`src/rtl/puf_pkg.sv`:
```
// puf_pkg -- shared definitions for the arbiter-PUF sampler.
//   puf_state_t   : sampler FSM states (IDLE, RACE, RELAX, DONE)
//   SYNC_STAGES   : depth of the response synchronizer
//   DEF_*         : default values for the puf_sampler parameters
//   max2()        : helper used to size the shared phase counter
package puf_pkg;

  typedef enum logic [1:0] {
    IDLE  = 2'd0,
    RACE  = 2'd1,
    RELAX = 2'd2,
    DONE  = 2'd3
  } puf_state_t;

  localparam int SYNC_STAGES    = 2;

  localparam int DEF_N          = 64;
  localparam int DEF_K          = 7;
  localparam int DEF_SETTLE_CYC = 8;
  localparam int DEF_RELAX_CYC  = 4;

  function automatic int max2(input int a, input int b);
    return (a > b) ? a : b;
  endfunction

endpackage

```
`src/rtl/puf_sync2.sv`:
```
// puf_sync2 -- 2-flop synchronizer for the asynchronous arbiter latch output.
// Ports:
//   clk   : sampling clock
//   rst   : synchronous active-high reset, clears every stage
//   d     : asynchronous input
//   q     : synchronized output (SYNC_STAGES cycles of latency)
module puf_sync2
  import puf_pkg::*;
(
  input  logic clk,
  input  logic rst,
  input  logic d,
  output logic q
);

  logic [SYNC_STAGES-1:0] stages;

  always_ff @(posedge clk) begin
    if (rst) begin
      stages <= '0;
    end else begin
      stages <= {stages[SYNC_STAGES-2:0], d};
    end
  end

  assign q = stages[SYNC_STAGES-1];

endmodule

```
`src/rtl/puf_sampler.sv`:
```
// puf_sampler -- drives an external arbiter PUF: accepts a challenge, fires K
// races (launch high SETTLE_CYC cycles, low RELAX_CYC cycles), samples the
// synchronized arbiter output at the end of each race and reports the
// majority vote.
// Ports:
//   clk, rst               : clock, synchronous active-high reset
//   chal_valid/chal_ready  : challenge handshake, chal_in is the challenge
//   launch, challenge      : race launch and registered challenge to arbiter
//   response               : asynchronous arbiter latch output
//   resp_valid/resp_ready  : response handshake, resp_bit is the voted bit
//   ones_count             : number of races that returned 1
//                            (only present when PUF_RAW_COUNT_EN is defined)
module puf_sampler
  import puf_pkg::*;
#(
  parameter int N          = DEF_N,
  parameter int K          = DEF_K,
  parameter int SETTLE_CYC = DEF_SETTLE_CYC,
  parameter int RELAX_CYC  = DEF_RELAX_CYC
) (
  input  logic                   clk,
  input  logic                   rst,
  input  logic                   chal_valid,
  output logic                   chal_ready,
  input  logic [N-1:0]           chal_in,
  output logic                   launch,
  output logic [N-1:0]           challenge,
  input  logic                   response,
  output logic                   resp_valid,
  input  logic                   resp_ready,
`ifdef PUF_RAW_COUNT_EN
  output logic [$clog2(K+1)-1:0] ones_count,
`endif
  output logic                   resp_bit
);

  localparam int CW = $clog2(K+1);
  // One counter times both the RACE and RELAX phases, so size it for the longer.
  localparam int PW = $clog2(max2(SETTLE_CYC, RELAX_CYC));

  if ((K % 2) == 0 || K < 1 || K > 31 || SETTLE_CYC < 3 || RELAX_CYC < 1) begin : g_param_check
    $error("puf_sampler: K must be odd in 1..31, SETTLE_CYC >= 3, RELAX_CYC >= 1");
  end

  puf_state_t     state;
  logic [PW-1:0]  phase;
  logic [CW-1:0]  race_cnt;
  logic [CW-1:0]  ones_cnt;
  logic           resp_sync;

  puf_sync2 u_sync (
    .clk (clk),
    .rst (rst),
    .d   (response),
    .q   (resp_sync)
  );

  // No bypass: after the response handshake the FSM must first land in IDLE.
  assign chal_ready = (state == IDLE);

`ifdef PUF_RAW_COUNT_EN
  assign ones_count = ones_cnt;
`endif

  // launch is registered and changes together with the state, so it is high
  // exactly in the RACE cycles.
  always_ff @(posedge clk) begin
    if (rst) begin
      state      <= IDLE;
      phase      <= '0;
      race_cnt   <= '0;
      ones_cnt   <= '0;
      launch     <= 1'b0;
      challenge  <= '0;
      resp_valid <= 1'b0;
      resp_bit   <= 1'b0;
    end else begin
      case (state)
        IDLE: begin
          if (chal_valid) begin
            challenge <= chal_in;
            race_cnt  <= '0;
            ones_cnt  <= '0;
            phase     <= '0;
            launch    <= 1'b1;
            state     <= RACE;
          end
        end
        RACE: begin
          if (phase == PW'(SETTLE_CYC - 1)) begin
            // Last settle cycle: the synchronized arbiter decision is final.
            phase    <= '0;
            launch   <= 1'b0;
            race_cnt <= race_cnt + CW'(1);
            ones_cnt <= ones_cnt + CW'(resp_sync);
            state    <= RELAX;
          end else begin
            phase <= phase + PW'(1);
          end
        end
        RELAX: begin
          if (phase == PW'(RELAX_CYC - 1)) begin
            phase <= '0;
            if (race_cnt < CW'(K)) begin
              launch <= 1'b1;
              state  <= RACE;
            end else begin
              resp_valid <= 1'b1;
              resp_bit   <= (ones_cnt > CW'(K / 2));
              state      <= DONE;
            end
          end else begin
            phase <= phase + PW'(1);
          end
        end
        DONE: begin
          if (resp_valid && resp_ready) begin
            resp_valid <= 1'b0;
            state      <= IDLE;
          end
        end
        default: state <= IDLE;
      endcase
    end
  end

endmodule

```
`config.mk`:
```
export PLATFORM = sky130hd
export DESIGN_NAME = puf_sampler
export DESIGN_NICKNAME = d
export VERILOG_FILES = /design/src/rtl/puf_pkg.sv /design/src/rtl/puf_sync2.sv /design/src/rtl/puf_sampler.sv
export SDC_FILE = /design/constraint.sdc
export NUM_CORES = 1
export LEC_CHECK = 0
export ABC_AREA = 1
export BUFFER_PORTS_ARGS = -buffer_cell sky130_fd_sc_hd__buf_2
export CORE_ASPECT_RATIO = 0.9
export CORE_MARGIN = 2
export CORE_UTILIZATION = 45
export DETAILED_ROUTE_END_ITERATION = 10
export PLACE_DENSITY = 0.74
export SLEW_MARGIN = 20
export SYNTH_ARGS = -nofsm -noshare
export SYNTH_HDL_FRONTEND = slang
export SYNTH_SLANG_ARGS = --single-unit
```
`constraint.sdc`:
```
create_clock -name clk -period 1.52 [get_ports clk]
set_input_delay 0.152 -clock clk [delete_from_list [all_inputs] [get_ports clk]]
set_output_delay 0.152 -clock clk [all_outputs]
set_load 0.005 [all_outputs]
```
# Word-level counts from Yosys, hierarchy flattened
# Index checks and enable logic that the tools add are counted.
dict set report op_classes {
  reduce_logical 12
  add_sub_neg 3
  bitwise 1
  order_cmp 2
  muxes 23
  eq_ne 11
}
# cell n
set op_table {}
lappend op_table {{3-bit 2-to-1 mux} 5}
lappend op_table {{2-bit inequality test (second input constant)} 6}
lappend op_table {{3-bit one-hot mux with 2 select lines} 2}
lappend op_table {{2-bit 2-to-1 mux} 5}
lappend op_table {{3-bit one-hot mux with 3 select lines} 1}
lappend op_table {{2-bit one-hot mux with 4 select lines} 1}
lappend op_table {{4-bit AND reduction} 2}
lappend op_table {{1-bit 2-to-1 mux} 7}
lappend op_table {{3-bit by 1-bit adder with 3-bit output (second input constant)} 2}
lappend op_table {{3-bit AND reduction} 2}
lappend op_table {{5-bit AND reduction} 1}
lappend op_table {{2-bit == test (second input constant)} 2}
lappend op_table {{2-bit AND reduction} 2}
lappend op_table {{2-bit nonzero test} 2}
lappend op_table {{3-bit by 1-bit adder with 3-bit output} 1}
lappend op_table {{3-bit by 2-bit == test with 1-bit output (second input constant)} 1}
lappend op_table {{3-bit == test (second input constant)} 1}
lappend op_table {{3-bit by 2-bit greater-than comparator with 1-bit output (second input constant)} 1}
lappend op_table {{3-bit < comparator (second input constant)} 1}
lappend op_table {{1-bit one-hot mux with 3 select lines} 1}
lappend op_table {{3-bit nonzero test} 1}
lappend op_table {{2-bit by 1-bit == test with 1-bit output (second input constant)} 1}
lappend op_table {{2-bit logical NOT} 1}
lappend op_table {{1-bit one-hot mux with 2 select lines} 1}
lappend op_table {{2 further kinds} 2}
dict set report word_totals {
  in_bits 69
  out_inout_bits 68
  word_cells 61
  register_bits 80
}

# Depth between registers and ports, before layout
# Gate-level depths: netlist of the first run.
dict set report logic_depth {
  ltp_word 4
  ltp_mapped 10
  depth_no_buf 10
}

# Modules after synthesis
# From an unflattened synthesis of the first run, not the netlist that was laid out.
dict set report unflattened {
  cells_unflattened 405
  hier_area_um2 3149.3
}
# mod cells_per_inst seq_area_each_um2 area_each_um2 n_inst
set modules_own_cells {}
lappend modules_own_cells {puf_sampler 399 1561.5 3094.2 1}
lappend modules_own_cells {puf_sync2 6 40.0 55.1 1}

# Worst setup path after synthesis of the first run
# No wires, ideal clock.
dict set report synth_path {
  kind {register to register}
  from {reg state[0]}
  to {reg challenge[0]}
  synth_period_minus_slack_ps 1372
  slack_ps 148
  setup_ps 116
  n_path_buf 2
  arrival_time_ps 1256
  required_time_ps 1404
  path_stages_with_launch 9
  path_cell_list {dfxtp_1 > inv_1 > ha_1 > nand2_1 > inv_2 > buf_4 > buf_4 > nor2_1 > nor2_1}
}
dict set report synth_between {
  elab_chain_cells 2
}
# item line_no
set synth_lines {}
lappend synth_lines {{from (decl)} puf_sampler.sv:45} ;# puf_state_t state;
lappend synth_lines {{from (signal assigned)} puf_sampler.sv:69} ;# state <= IDLE;
lappend synth_lines {{from (signal assigned)} puf_sampler.sv:86} ;# state <= RACE;
lappend synth_lines {{from (signal assigned)} puf_sampler.sv:96} ;# state <= RELAX;
lappend synth_lines {{2-bit logical NOT} -}
lappend synth_lines {{named net chal_ready} puf_sampler.sv:24} ;# output logic chal_ready,
lappend synth_lines {{2-bit AND reduction (no line)} -}
lappend synth_lines {{to (signal assigned)} puf_sampler.sv:81} ;# challenge <= chal_in;
lappend synth_lines {{to (decl)} puf_sampler.sv:27} ;# output logic [N-1:0] challenge,
# The timed path passes the listed nets, and every way through them passes these cells.
# A chain may end at the register's enable or synchronous reset.

# Worst setup path in the final report of the first run
dict set report layout_path {
  from {reg phase[0]}
  to {reg launch}
}
dict set report layout_between {
  elab_chain_cells 3
  word_cells_on_any_way 5
  classes_between {4 x eq/ne; 1 x reduce/logical}
}
# item line_no
set layout_lines {}
lappend layout_lines {{from (decl)} puf_sampler.sv:46} ;# logic [PW-1:0] phase;
lappend layout_lines {{from (signal assigned)} puf_sampler.sv:98} ;# phase <= phase + PW'(1);
lappend layout_lines {{from (signal assigned)} puf_sampler.sv:113} ;# phase <= phase + PW'(1);
lappend layout_lines {{3-bit by 2-bit == test with 1-bit output or 3-bit == test (tied branches)} {puf_sampler.sv:102, puf_sampler.sv:90}}
lappend layout_lines {{2-bit inequality test (no line)} -}
lappend layout_lines {{5-bit AND reduction (no line) (*)} -}
lappend layout_lines {{to (signal assigned)} puf_sampler.sv:85} ;# launch <= 1'b1;
lappend layout_lines {{to (signal assigned)} puf_sampler.sv:93} ;# launch <= 1'b0;
lappend layout_lines {{to (signal assigned)} puf_sampler.sv:105} ;# launch <= 1'b1;
lappend layout_lines {{to (decl)} puf_sampler.sv:26} ;# output logic launch,
# Mark *: on every way between the ends. The rest lies on a longest branch, timed or not.

==> key figures, run 1 <==
Timing
  – # setup viols final: 0
  – Min cycle time layout: between 1000 and 1500 ps
  – Final critical-path setup slack: 92.4 ps
  – Tcrit/Tclk final: between 90% and 100%
  – RSZ-0062 raised after global routing: true
  – Final setup skew: approximately 9.7 ps
  – Max Fclk: around 0.70 GHz
  – Final slew viol count: 0
  – Worst Max-Slew Pin Slew: roughly 300 ps
  – Rel. slew slack: 79.7%
  – Final hold vios: 0

Final layout
  – Fin area: 0.00415 mm^2
  – Diodes inserted: 0
  – # nets final: 628
  – Area delta synth->final: 30.3%
  – Share of layout cells above drive strength 1: between 30% and 40%
  – FILL cells: 690
  – Most common cell after layout, fill and taps aside: nor2_1
  – Most frequent cells in the layout: nor2_1 (141), buf_2 (136), dfxtp_1 (79), o21ai_0 (51), nand2_1 (28)

Yosys
  – Mux share of post-synthesis cell area: 0%
  – Synth cell types: 22
  – Simple-gate share of the synthesized area: roughly a quarter
  – FF+latch count, synth: 80
  – Avg Inst Size Synth: a little under 8 um^2
  – Post-synthesis cell area: about 0.0032 mm^2
  – Yosys warns: 0
  – Synth Area in Adders: 5.11%
  – Complex-gate fraction of the synthesized area: 13.0%
  – Register area share after synthesis: a little over 50%
  – Syn nets: slightly below 500
  – Mapped Cells: a little over 400
  – Main combinational cell family by area after synthesis: simple AND/OR/NAND/NOR gates
  – XOR/XNOR Fraction of Synth Area: 0%

Die
  – Die Height: roughly 84 um
  – Rows: 29
  – Die W: about 93 um
  – Initial Util: between 40% and 50%
  – Die area: between 0.007 and 0.008 mm^2
  – Core area: ~0.0070 mm^2
  – I/O Pins: roughly 140

Worst hold path
  – Hold path cells: 3
  – Worst Hold Class: input pin to register

Global routing
  – Grt ovf: 0
  – Initial antenna violation count: 0
  – Vias in the first global route: 2,889
  – Pin count of the biggest net entering global routing: 47
  – First-pass GRT wire length: around 12,000 um
  – Overall Global Routing Usage: around a fifth

Drt
  – Avg Vias per Cell: 4.79
  – Drt first pass iters: 4
  – DR iter-0 viols: about 130
  – Routed Antenna Nets: 0
  – Avg WL per Cell: approximately 12 um
  – DRC viols: 0
  – Routed WL: 7670 um
  – Via count: 3,082

Clock network
  – Root Driver: clkbuf_8
  – Worst-Skew Late Latency: roughly 340 ps
  – Post-CTS Setup Inserts: 0
  – H-tree depth: 3
  – CTS sink cnt: 80
  – TritonCTS buffer count: 9
  – CTS tree: done
  – Clock transition at the registers of the reported paths: around 80 ps
  – Maximum buffer depth of the clock tree: 2

Placed design
  – Detail Placement HPWL: about 5300 um
  – Post-place setup slack: around 43 ps
  – GPL Wtd Cong: roughly 0.84
  – Dpl cell area: between 0.003 and 0.004 mm^2
  – IO Port Bufs: 136

Worst setup path
  – Crit path DAT: about 1700 ps
  – Crit-path slowest cell: dfxtp_1
  – CP Class: register to register
  – Critical path launch point type: register
  – Reg2reg setup slack: about 90 ps
  – Critical path, cell by cell: ha_1 -> ha_1 -> inv_1 -> nand2_2 -> nand2_1 -> inv_1 -> a21oi_1 -> nor2_1
  – Crit end category: register
  – Worst R2R Path Depth: 8
  – Req. time, crit path: 1760 ps
  – WP buf/inv: 2
  – Crit-path max cell delay: about 320 ps
  – CP Max Fanout: 5
  – CP delay by family, top: adder cells
  – Crit path depth: 8

Outcome
  – Status: completed

Power
  – Power Density: 1650 mW/mm^2
  – LEAKAGE: ~2.0 nW
  – Max rail drop VDD: 782 uV

Run
  – Max Cap Viol: 0
-- state kept, by name (all words and copies together) (netlist names) --
name,cells
challenge,64
ones_cnt,3
phase,3
race_cnt,3
state,2
u_sync.stages,2
launch,1
resp_bit,1
resp_valid,1
-- routing by layer --
layer	share of wire (%)	wire length, um	GRT usage [%]
met1	45	3470	23.7
met2	45	3480	33.3
met3	7.6	582	5.24
met4	1.9	146	9.76
met5	0	0	0
-- Yosys cell counts --
| library cell | count | area [um^2] |
|---|---|---|
| clkinv_4 | 1 | 8.76 |
| ha_1 | 13 | 163 |
| nand4_1 | 3 | 18.8 |
| nand2_1 | 30 | 113 |
| clkinv_1 | 2 | 7.51 |
| nor2_1 | 141 | 529 |
| inv_1 | 18 | 67.6 |
| buf_4 | 7 | 52.6 |
| or2_4 | 1 | 8.76 |
| nand3_1 | 9 | 45.0 |
| dfxtp_1 | 80 | 1600 |
| o21ai_0 | 51 | 255 |
| inv_2 | 2 | 7.51 |
| o21ai_1 | 17 | 85.1 |
| a21oi_1 | 8 | 40.0 |
| clkbuf_1 | 5 | 18.8 |
| nor2_2 | 2 | 12.5 |
| nand2_2 | 6 | 37.5 |
| nand2_4 | 1 | 11.3 |
| buf_2 | 9 | 45.0 |
| buf_6 | 2 | 22.5 |
| a21oi_2 | 4 | 35.0 |
-- final timing paths --
path,start,end
worst min register to register,u_sync.stages[0],u_sync.stages[1]
worst min-delay path,chal_in[40],challenge[40]
worst max register to register,phase[0],launch
worst max-delay path,phase[0],launch
-- area by class of cell --
| type | instances | area, um^2 | area share (%) |
|---|---|---|---|
| clock inverters | 2 | 13.8 | 0.332 |
| flip-flops and latches | 80 | 1600 | 38.6 |
| well taps | 93 | 116 | 2.80 |
| clock buffers | 13 | 159 | 3.83 |
| inverters | 23 | 93.8 | 2.26 |
| multi-input cells | 286 | 1370 | 33.0 |
| repair buffers | 146 | 796 | 19.2 |
-- cell families (layout without fill, tap and decap cells) --
group,Yosys count,after routing
DFF,80,80
AOI/OAI and AO/OA,80,80
and+or+nand+nor,193,193
adders and majority gates,13,13
buffers and inverters,46,184
-- repair_timing --
item,in CTS,in global routing
hold buffers,1,0
endpoints found under the setup margin,0,68
resized for setup,0,8
endpoints found under the hold margin,1,0
-- per-stage QoR --
| step | cells | hold WS, ps | total power [mW] | util [%] | TNS [ps] |
|---|---|---|---|---|---|
| final | 643 | 45.2 | 6.84 | 59.6 | 0 |
| after global routing | 643 | 36.8 | 7.39 | 59.6 | -25.4 |
| after CTS | 642 | 33.6 | 6.78 | 58.9 | 0 |
| after detailed placement | 626 | 364 | 5.36 | 56.3 | 0 |
| after global placement | 626 | 352 | 5.29 | 56.3 | 0 |
| after floorplan | 412 | 259 | 4.50 | - | 0 |
-- worst reg2reg max path: stages, from the launching register on --
cell and delay [ps]:
dfxtp_1 320, ha_1 230, ha_1 230, inv_1 80, nand2_2 80, nand2_1 130
inv_1 70, a21oi_1 140, nor2_1 60
-- power by group --
part           switching [mW]  internal [mW]  total, mW
clock                   0.729          0.680       1.41
sequential              0.271           2.62       2.89
combinational            1.47           1.07       2.54
total                    2.47           4.37       6.84
Power figures use the tool's default switching activity.
==> run 2: changes to the inputs <==
- ABC_AREA: 1 -> unset
- CORE_ASPECT_RATIO: 0.9 -> 0.8
- PLACE_DENSITY: 0.74 -> 0.75
==> key figures, run 2 <==
Final layout
  – Area delta synth->final: 40.6% (was 30.3%)
  – Max reg flops: 64 (unchanged)
  – Most flop-heavy register: challenge (unchanged)
  – Most common cell after layout, fill and taps aside: buf_2 (was nor2_1)
  – Finished Core Util: 66.2% (was 59.6%)
  – # nets final: 596 (was 628)
  – Share of layout cells above drive strength 1: 37.5% (was 32.7%)
  – Most frequent cells in the layout: buf_2 (136), nand2_1 (134), dfxtp_1 (75), a21oi_1 (69), buf_4 (12) (was nor2_1 (141), buf_2 (136), dfxtp_1 (79), o21ai_0 (51), nand2_1 (28))
  – Diodes inserted: 0 (unchanged)

Yosys
  – Yosys warns: 0 (unchanged)
  – Most used DFF post-synth: dfxtp_1 (unchanged)
  – Syn nets: 454 (was 494)
  – Most frequent cells after synthesis: nand2_1 (136), dfxtp_1 (80), a21oi_1 (71) (was nor2_1 (141), dfxtp_1 (80), o21ai_0 (51))
  – FF+latch count, synth: 80 (unchanged)
  – Post-synthesis cell area: 0.00304 mm^2 (was 0.00319 mm^2)
  – Mapped Cells: 372 (was 412)
  – Post-synth EDFFs: 0 (unchanged)
  – Share of the synthesized area in the top cell type: 52.8% (was 50.3%)
  – Register area share after synthesis: 52.8% (was 50.3%)
  – Yosys top cell by area: dfxtp_1 (unchanged)
  – Count leader, synth: nand2_1 (was nor2_1)
  – Area contributors post-synth: dfxtp_1 (53%), nand2_1 (17%), a21oi_1 (12%) (was dfxtp_1 (50%), nor2_1 (17%), o21ai_0 (8.0%))
  – Avg Inst Size Synth: 8.16 um^2 (was 7.73 um^2)
  – Async S/R FF share, synth: 0% (unchanged)
  – Synth cell types: 33 (was 22)

Global routing
  – First-pass GRT wire length: 12,200 um (was 12,500 um)
  – Initial antenna violation count: 0 (unchanged)
  – Pin count of the biggest net entering global routing: 40 (was 47)
  – Vias in the first global route: 2,753 (was 2,889)
  – Overall Global Routing Usage: 20.8% (was 19.9%)
  – Grt ovf: 0 (unchanged)

Timing
  – Final slew viol count: 0 (unchanged)
  – # setup viols final: 0 (unchanged)
  – RSZ-0062 raised after global routing: true (unchanged)
  – Max Fclk: 0.666 GHz (was 0.700 GHz)
  – Fin Hold WS: 17.5 ps (was 45.2 ps)
  – Worst Max-Slew Pin Slew: 353 ps (was 304 ps)
  – Rel. slew slack: 76.4% (was 79.7%)
  – Min cycle time layout: 1500 ps (was 1430 ps)
  – Tcrit/Tclk final: 98.8% (was 93.9%)
  – Final setup skew: 7.96 ps (was 9.72 ps)
  – Final critical-path setup slack: 18.7 ps (was 92.4 ps)
  – Final hold vios: 0 (unchanged)

Power
  – Max rail drop VDD: 885 uV (was 782 uV)
  – LEAKAGE: 1.97 nW (was 2.04 nW)
  – Power Density: 1530 mW/mm^2 (was 1650 mW/mm^2)

Run
  – Max Cap Viol: 0 (unchanged)

Die
  – Die area: 0.00742 mm^2 (was 0.00777 mm^2)
  – Core area: 0.00644 mm^2 (was 0.00697 mm^2)
  – Initial Util: 47.1% (was 45.7%)
  – Die Height: 77.5 um (was 83.8 um)
  – Die W: 95.8 um (was 92.7 um)
  – Rows: 26 (was 29)
  – I/O Pins: 137 (unchanged)

Clock network
  – TritonCTS buffer count: 9 (unchanged)
  – CTS tree: done (unchanged)
  – Maximum buffer depth of the clock tree: 2 (unchanged)
  – Hold Buf Count CTS: 0 (was 1)
  – H-tree depth: 3 (unchanged)
  – Root Driver: clkbuf_8 (unchanged)
  – CTS sink cnt: 80 (unchanged)
  – Clock transition at the registers of the reported paths: 80 ps (about the same)
  – Worst-Skew Late Latency: 340 ps (about the same)

Drt
  – DRC viols: 0 (unchanged)
  – DR iter-0 viols: 111 (was 132)
  – Via count: 2,928 (was 3,082)
  – Routed WL: 7610 um (was 7670 um)
  – Avg Vias per Cell: 4.86 (was 4.79)
  – Routed Antenna Nets: 0 (unchanged)
  – Drt first pass iters: 5 (was 4)
  – Avg WL per Cell: 12.6 um (was 11.9 um)

Worst setup path
  – Req. time, crit path: 1800 ps (was 1760 ps)
  – Critical path launch point type: register (unchanged)
  – Crit-path slowest cell: or4_4 (was dfxtp_1)
  – Crit end category: register (unchanged)
  – Critical path, cell by cell: inv_4 -> ha_1 -> nand2b_4 -> nand2_2 -> or4_4 -> a21oi_2 (was ha_1 -> ha_1 -> inv_1 -> nand2_2 -> nand2_1 -> inv_1 -> a21oi_1 -> nor2_1)
  – CP Max Fanout: 6 (was 5)
  – Crit path DAT: 1780 ps (was 1670 ps)
  – Crit-path max cell delay: 480 ps (was 320 ps)
  – CP Class: register to register (unchanged)

Placed design
  – Post-place setup slack: -46.5 ps (was 43.1 ps)
  – Detail Placement HPWL: 5500 um (was 5320 um)
  – GPL Wtd Cong: 0.797 (was 0.837)
  – IO Port Bufs: 136 (unchanged)

Outcome
  – Status: completed (unchanged)

Worst hold path
  – Worst Hold Class: input pin to register (unchanged)
-- run 2: changes by cell type after synthesis, sizes merged, moves of 3 or more --
| cell | change |
|---|---|
| nand2b | +4 |
| inv | -14 |
| nand2 | +99 |
| a22oi | +3 |
| nor2 | -137 |
| nand3 | -6 |
| a21oi | +59 |
| clkbuf | +10 |
| clkinv | -3 |
| nor2b | +3 |
| o21ai | -65 |
| buf | -10 |
-- run 2: cells by family after synthesis --
kind of cell	share of synthesized area, %
AND/OR/NAND/NOR	21.8
XOR/XNOR	0.577
flip-flops	52.8
AO/OA/AOI/OAI	15.0
multiplexers	0.330
buffers and inverters	4.08
adder cells (fa/ha/maj)	5.36
-- run 2: path summary, 6_finish.rpt --
check,cells after the start,start,slack [ps],endpoint
setup / recovery,6,state[0],20,launch
hold / removal,2,response,20,u_sync.stages[0]
setup reg to reg,6,state[0],20,launch
hold reg to reg,1,u_sync.stages[0],440,u_sync.stages[1]
-- run 2: report_power, final --
part | switching (mW) | total, mW | internal, mW | leakage (nW)
registers | 0.178 | 2.61 | 2.43 | 0.658
clock network | 0.754 | 1.67 | 0.920 | 0.103
logic | 1.21 | 2.26 | 1.05 | 1.21
-- run 2: layout make-up --
class,instances,area (um^2)
inverter,6,25.0
clock inverter,5,81.3
clock buffer,10,128
fill,551,2170
tap,84,105
timing repair buffer,154,891
sequential,80,1610
multi-input combinational,263,1420
-- run 2: critical path: cells and delay by family, from the launching register on --
family	cells	cell delay, ps
AND/OR/NAND/NOR	3	630
flip-flops	1	380
adder cells (fa/ha/maj)	1	260
AO/OA/AOI/OAI	1	120
buffers and inverters	1	60
-- run 2: metrics by stage --
stage          TNS (ps)  instance area, um^2  instances  power (mW)
2_1_floorplan         0                 3120        372        3.79
3_3_place_gp      -2.72                 4010        586        4.74
3_5_place_dp      -46.5                 4010        586        4.80
4_1_cts               0                 4230        601        6.49
5_1_grt            -129                 4270        602        6.96
6_report              0                 4270        602        6.54
-- run 2: timing repair --
item | in CTS | in global routing
endpoints found under the setup margin | 2 | 73
buffers inserted | 0 | 1
gates resized for setup | 3 | 9
pin swaps | 3 | 4
-- run 2: routing by layer --
metal	routed length [um]	share of wire, %	track usage [%]
met2	3380	44	33.1
met3	758	10	10.0
met4	59	0.78	4.71
met1	3410	45	25.6
met5	0	0	0
